--- src/rtl/conv_enc_frame_ctrl.sv ---
// Frame sequencer for a rate-1/2, K=3 convolutional encoder.
// Pulls frame_len message bits over a valid/ready input, appends two zero
// tail bits to flush the trellis, and emits one registered parity pair per
// encoded bit over a valid/ready output.
module conv_enc_frame_ctrl #(
    parameter int         LEN_W = 8,
    parameter logic [2:0] G0    = 3'b110,
    parameter logic [2:0] G1    = 3'b111
) (
    input  logic             CLK,
    input  logic             RST,
    input  logic             start,
    input  logic [LEN_W-1:0] frame_len,
    output logic             busy,
    input  logic             in_valid,
    input  logic             in_bit,
    output logic             in_ready,
    output logic             out_valid,
    output logic [1:0]       out_par,
    output logic             out_tail,
    input  logic             out_ready,
    output logic             done
);

    localparam logic [1:0] ST_IDLE  = 2'd0;
    localparam logic [1:0] ST_DATA  = 2'd1;
    localparam logic [1:0] ST_TAIL  = 2'd2;
    localparam logic [1:0] ST_DRAIN = 2'd3;

    // Generators packed so parity bit gi uses slice [gi*3 +: 3].
    localparam logic [5:0] GENS = {G1, G0};

    logic [1:0]       state_reg;
    logic [LEN_W-1:0] rem_reg;
    logic [1:0]       tail_reg;
    logic             d1_reg;
    logic             d2_reg;
    logic             out_valid_reg;
    logic [1:0]       out_par_reg;
    logic             out_tail_reg;
    logic             done_reg;

    logic       adv;
    logic       accept;
    logic       encode;
    logic       start_accept;
    logic       u_bit;
    logic [2:0] taps;
    logic [1:0] par_next;

    // A slot may advance whenever the output register is empty or draining.
    assign adv          = !out_valid_reg || out_ready;
    assign in_ready     = (state_reg == ST_DATA) && adv;
    assign accept       = in_valid && in_ready;
    assign encode       = accept || ((state_reg == ST_TAIL) && adv);
    assign start_accept = (state_reg == ST_IDLE) && start;
    // Tail slots feed zeros into the encoder.
    assign u_bit        = (state_reg == ST_DATA) ? in_bit : 1'b0;
    assign taps         = {u_bit, d1_reg, d2_reg};

    genvar gi;
    generate
        for (gi = 0; gi < 2; gi++) begin : g_par
            assign par_next[gi] = ^(GENS[gi*3 +: 3] & taps);
        end
    endgenerate

    assign busy      = (state_reg != ST_IDLE);
    assign out_valid = out_valid_reg;
    assign out_par   = out_par_reg;
    assign out_tail  = out_tail_reg;
    assign done      = done_reg;

    // Frame sequencing: state, message/tail counters and completion pulse.
    always_ff @(posedge CLK or posedge RST) begin
        if (RST) begin
            state_reg <= ST_IDLE;
            rem_reg   <= '0;
            tail_reg  <= 2'd0;
            done_reg  <= 1'b0;
        end else begin
            done_reg <= 1'b0;
            case (state_reg)
                ST_IDLE: begin
                    if (start) begin
                        rem_reg   <= frame_len;
                        tail_reg  <= 2'd2;
                        state_reg <= (frame_len == '0) ? ST_TAIL : ST_DATA;
                    end
                end
                ST_DATA: begin
                    if (accept) begin
                        rem_reg <= rem_reg - LEN_W'(1);
                        if (rem_reg == LEN_W'(1)) begin
                            state_reg <= ST_TAIL;
                        end
                    end
                end
                ST_TAIL: begin
                    if (adv) begin
                        tail_reg <= tail_reg - 2'd1;
                        if (tail_reg == 2'd1) begin
                            state_reg <= ST_DRAIN;
                        end
                    end
                end
                default: begin
                    // Leave only once the last pair has been taken.
                    if (adv) begin
                        state_reg <= ST_IDLE;
                        done_reg  <= 1'b1;
                    end
                end
            endcase
        end
    end

    // Encoder memory and registered parity output with hold under backpressure.
    always_ff @(posedge CLK or posedge RST) begin
        if (RST) begin
            d1_reg        <= 1'b0;
            d2_reg        <= 1'b0;
            out_valid_reg <= 1'b0;
            out_par_reg   <= 2'b00;
            out_tail_reg  <= 1'b0;
        end else begin
            if (start_accept) begin
                d1_reg <= 1'b0;
                d2_reg <= 1'b0;
            end else if (encode) begin
                d2_reg <= d1_reg;
                d1_reg <= u_bit;
            end
            if (encode) begin
                out_par_reg   <= par_next;
                out_valid_reg <= 1'b1;
                out_tail_reg  <= (state_reg == ST_TAIL);
            end else if (adv) begin
                out_valid_reg <= 1'b0;
            end
        end
    end

endmodule
--- config.mk ---
export PLATFORM = sky130hd
export DESIGN_NAME = conv_enc_frame_ctrl
export DESIGN_NICKNAME = d
export VERILOG_FILES = /design/src/rtl/conv_enc_frame_ctrl.sv
export SDC_FILE = /design/constraint.sdc
export NUM_CORES = 1
export LEC_CHECK = 0
export ABC_AREA = 0
export CAP_MARGIN = 20
export CORE_MARGIN = 2
export CORE_UTILIZATION = 52
export CTS_BUF_LIST = sky130_fd_sc_hd__clkbuf_4 sky130_fd_sc_hd__clkbuf_8 sky130_fd_sc_hd__clkbuf_16
export CTS_CLUSTER_SIZE = 14
export DETAILED_ROUTE_END_ITERATION = 7
export GPL_ROUTABILITY_DRIVEN = 0
export PLACE_DENSITY = 0.79
export SYNTH_ARGS = -nofsm -noshare
export SYNTH_HDL_FRONTEND = slang
export SYNTH_SLANG_ARGS = --single-unit
--- constraint.sdc ---
create_clock -name CLK -period 1.9 [get_ports CLK]
set_input_delay 0.285 -clock CLK [delete_from_list [all_inputs] [get_ports CLK]]
set_output_delay 0.285 -clock CLK [all_outputs]
set_load 0.05 [all_outputs]
## Word-level counts from Yosys, hierarchy flattened

Index checks and enable logic that the tools add are counted.

- Magnitude comparators: 0
- Multiply operators: 0
- Div/mod/pow operators: 0
- Shifts and indexed selects: 0
- Muxes and demuxes: 23
- Eq/ne operators: 9
- Add/sub/neg operators: 2
- Bitwise operators: 0
- Reductions and logical operators: 21

Operators with widths:

| operator | count |
|---|---|
| $mux 2 | 9 |
| $mux 8 | 2 |
| $pmux 8 s2 | 1 |
| $reduce_bool 2->1 | 5 |
| $mux 1 | 9 |
| $eq 8x1->1 const B | 1 |
| $logic_not 8->1 | 1 |
| $ne 2x2->1 const B | 4 |
| $sub 8x1->8 const B | 1 |
| $pmux 2 s3 | 1 |
| $reduce_and 3->1 | 2 |
| $reduce_and 6->1 | 1 |
| $reduce_xor 3->1 | 2 |
| $eq 2x1->1 const B | 2 |
| $logic_and 1x1->1 | 4 |
| $pmux 2 s2 | 1 |
| $reduce_bool 3->1 | 1 |
| $reduce_or 3->1 | 1 |
| $eq 2x2->1 const B | 1 |
| $logic_not 2->1 | 1 |
| $logic_or 1x1->1 | 2 |
| $ne 2x1->1 const B | 1 |
| $sub 2x1->2 const B | 1 |
| $logic_not 1->1 | 1 |

- Output and inout bits: 7
- Word-level logic and storage cells: 64
- ROM bits: 0
- Input bits: 14
- Memory bits (writable): 0
- Bits in latches: 0
- Bits in registers: 19
- Memories: 0

## Logic depth before layout (Yosys ltp)

- Depth in word-level cells: 7
- Gate-level depth with buffers: 8
- Mapped depth without buffers: 6

## Worst setup path after synthesis

No wires, ideal clock.

- Kind: register to register
- Start point: register state_reg[0]
- End point: register rem_reg[7]
- Data required time: 1.806 ns
- Data arrival time: 1.929 ns
- Path buffers: 2
- Clock period less this slack: 2.023 ns
- Stages on the path, launching flop included: 9
- Library setup time: 0.094 ns
- Slack: -0.123 ns
- Path through: dfrtp_1 > inv_1 > ha_1 > buf_4 > inv_1 > nor2_2 > or2_1 > buf_2 > a221oi_2

- Longest elaborated chain between the ends: 5
- Elaborated cells on any way between the ends: 9
- Classes of those cells: eq/ne: 3; mux: 1; reduce/logical: 5

Ends and longest elaborated chain:

| element | line | source |
|---|---|---|
| from (decl) | 33 | `logic [1:0] state_reg;` |
| from (signal assigned) | 88 | `state_reg <= (frame_len == '0) ? ST_TAIL : ST_DATA;` |
| $eq 2x1->1 | 53, 83 |  |
| $logic_and 1x1->1 | 53 | `assign in_ready = (state_reg == ST_DATA) && adv;` |
| $logic_and 1x1->1 | 54 | `assign accept = in_valid && in_ready;` |
| $ne 2x2->1 (no source line) | - |  |
| $reduce_and 3->1 (no source line) | - |  |
| to (signal assigned) | 86 | `rem_reg <= frame_len;` |
| to (signal assigned) | 93 | `rem_reg <= rem_reg - LEN_W'(1);` |
| to (decl) | 34 | `logic [LEN_W-1:0] rem_reg;` |

Parallel ways exist; a longest one is shown, timed or not.
A chain may end at the register's enable or synchronous reset.

## Final worst setup path

- Start point: register state_reg[0]
- End point: output busy

- Longest elaborated chain between the ends: 1

Ends and longest elaborated chain:

| element | line | source |
|---|---|---|
| $reduce_bool 2->1 | 68 | `assign busy = (state_reg != ST_IDLE);` |
| to (decl) | 14 | `output logic busy,` |

No other way between the ends.

==> out/metrics.cfg <==
[synth]
synth-seq-cells=19
ys.warnings.count=0
ys.flop_type=dfrtp_1
synth_nets=148
avgSynthCellArea_um2=9.57
syn-cell-area_um2=1210
ys_seq_area_share_pct=39.1
synth_cells=127
async_reset_ff_share_pct=100
synth-edff-count=0
synth_cell_types=41

[clock_tree]
cts_root_buf=clkbuf_4
htree_levels=1
cts_sinks=19
clock_latency_ns=0.29
cts_made_buffers=3
path_clk_slew_ns=0.11
cts_hold_buf=0
clock_path_buffers=2
cts_tree=done

[drt]
vias_per_cell=6.04
drtAntennaViolNets=0
wire_per_inst_um=14.7
drt_wl_total_um=2770
dr.pass1.iters=4
drt_first_iter_violations=39
vias=1135
remaining_drc_errors=0

[place]
io_buffers=20
dp.cells=184
hpwl_um=2120

[worst_hold_path]
hold_path_class=in2async

[floorplanning]
ioPinCount=21
core.rowCount=17
die_h_um=52.3
die_w_um=52.3
core_um2=2210
initial_core_util_pct=54.9
dieArea_um2=2740

[timing]
period_share_pct=96.1
max-slew-margin-rel_pct=65.9
final-hold-violation-count=0
worst_slew_pin_slew_ns=0.510
fin_tns_setup_ns=0
period_needed_ns=1.83
slew_viol_final=0
setup_viol=0
fin_skew_ns=0.00216
clock.fmax_mhz=548
holdWs_ns=0.291

[worst_setup_path]
cp_max_fo=8
critical_path_required_ns=1.62
crit_arrival_ns=1.54
path_class=reg2out
crit_path_start_kind=flip-flop
crit_path_end_kind=primary output
r2r_setup_slack_ns=0.13

[cells_and_area]
largest_reg_flops=8
mostFrequentLayoutCell=dfrtp_1
areaGrowthSynthToFinish_pct=31.2
nets=182
antenna_cells=0
drive_above_1_share_pct=21.9
layout_common_cells=19 x dfrtp_1, 18 x clkdlybuf4s50_1, 15 x buf_4, 13 x nor2_1, 8 x nand2_1
final_cell_count_no_fill=188

[global_route]
grt_max_degree=20
antenna_found_initial=0
grt_pass1_wl_um=4650
grt_pass1_vias=1101
grt-ovfl-total=0
grt_use_total_pct=22.6

[run]
maxCapViolCount=0

[power]
p_leak_uw=0.000675
max-vdd-ir-drop_mv=0.969
powerDensity_nw_per_um2=1830

[run_status]
status=completed

[area by class of cell]
class | instances | area [um^2]
multi-input combinational | 94 | 701
fill | 166 | 618
sequential | 19 | 475
timing repair buffer | 34 | 313
inverter | 9 | 42.5
tap | 28 | 35.0
clock buffer | 3 | 22.5
clock inverter | 1 | 5.00
[report_power, final]
| part | switching, uW | internal (uW) |
|---|---|---|
| logic | 1060 | 856 |
| registers | 200 | 602 |
| clock network | 125 | 78.3 |
[cell usage after synthesis (4+ instances only)]
cell      n  area [um^2]
nor2_1   14         52.6
nand2_1   8         30.0
o31ai_1   4         30.0
nor3_1    6         30.0
o22a_1    5         43.8
a21oi_1   6         30.0
a41oi_1   4         35.0
dfrtp_1  19          475
inv_1     8         30.0
ha_1      7         87.6
[logic make-up (layout without fill, tap and decap cells)]
group / count (synthesis) / after routing / share of synthesized area, %
buffers and inverters: 14 / 47 / 5.97
XOR/XNOR: 2 / 2 / 1.44
AO/OA/AOI/OAI: 37 / 37 / 23.6
AND/OR/NAND/NOR: 43 / 43 / 18.3
multiplexers: 5 / 5 / 4.33
flip-flops: 19 / 19 / 39.1
adder cells (fa/ha/maj): 7 / 7 / 7.21
[through the flow]
step,power (uW),util [%],setup WS [ns],area (um^2)
global route,3140,72.1,-0.000479,1590
global placement,2570,69.3,0.0497,1530
floorplan,2060,-,0.0196,1220
finish,2920,72.1,0.0749,1590
CTS,2850,70.8,-0.0204,1570
detailed placement,2620,69.3,0.0156,1530
[per-layer routing]
layer | vias to the layer above | global-route usage (%) | part of all wire, %
li1 | 540 | - | -
met1 | 544 | 25.5 | 42
met2 | 45 | 42.5 | 52
met3 | 6 | 2.86 | 5.4
met4 | 0 | 8.55 | 1.4
met5 | - | 0 | 0
[worst max-delay path, stage by stage (launching register included)]
cell,delay [ns]
dfrtp_1,0.45
inv_1,0.15
ha_4,0.21
clkinvlp_4,0.10
buf_4,0.14
buf_4,0.18
[worst paths after layout]
| kind | start | to | depth (start not counted) |
|---|---|---|---|
| setup / recovery | state_reg[0]$_DFFE_PP0P_ | busy | 5 |
| hold / removal | RST | out_tail$_DFFE_PP0P_ | 3 |
| setup reg to reg | state_reg[0]$_DFFE_PP0P_ | d2_reg$_DFFE_PP0P_ | 8 |
| hold reg to reg | out_par[1]$_DFFE_PP0P_ | out_par[1]$_DFFE_PP0P_ | 1 |
| max in group asynchronous | RST | rem_reg[6]$_DFFE_PP0P_ | 3 |
| min in group CLK | out_par[1]$_DFFE_PP0P_ | out_par[1]$_DFFE_PP0P_ | 1 |
[timing repair]
item                       CTS  global route
cloned                       0             0
setup endpoints to repair    2             7
resized for setup            2             6
setup buffers                0             0
Note: power is estimated with default switching activity, not from simulation.
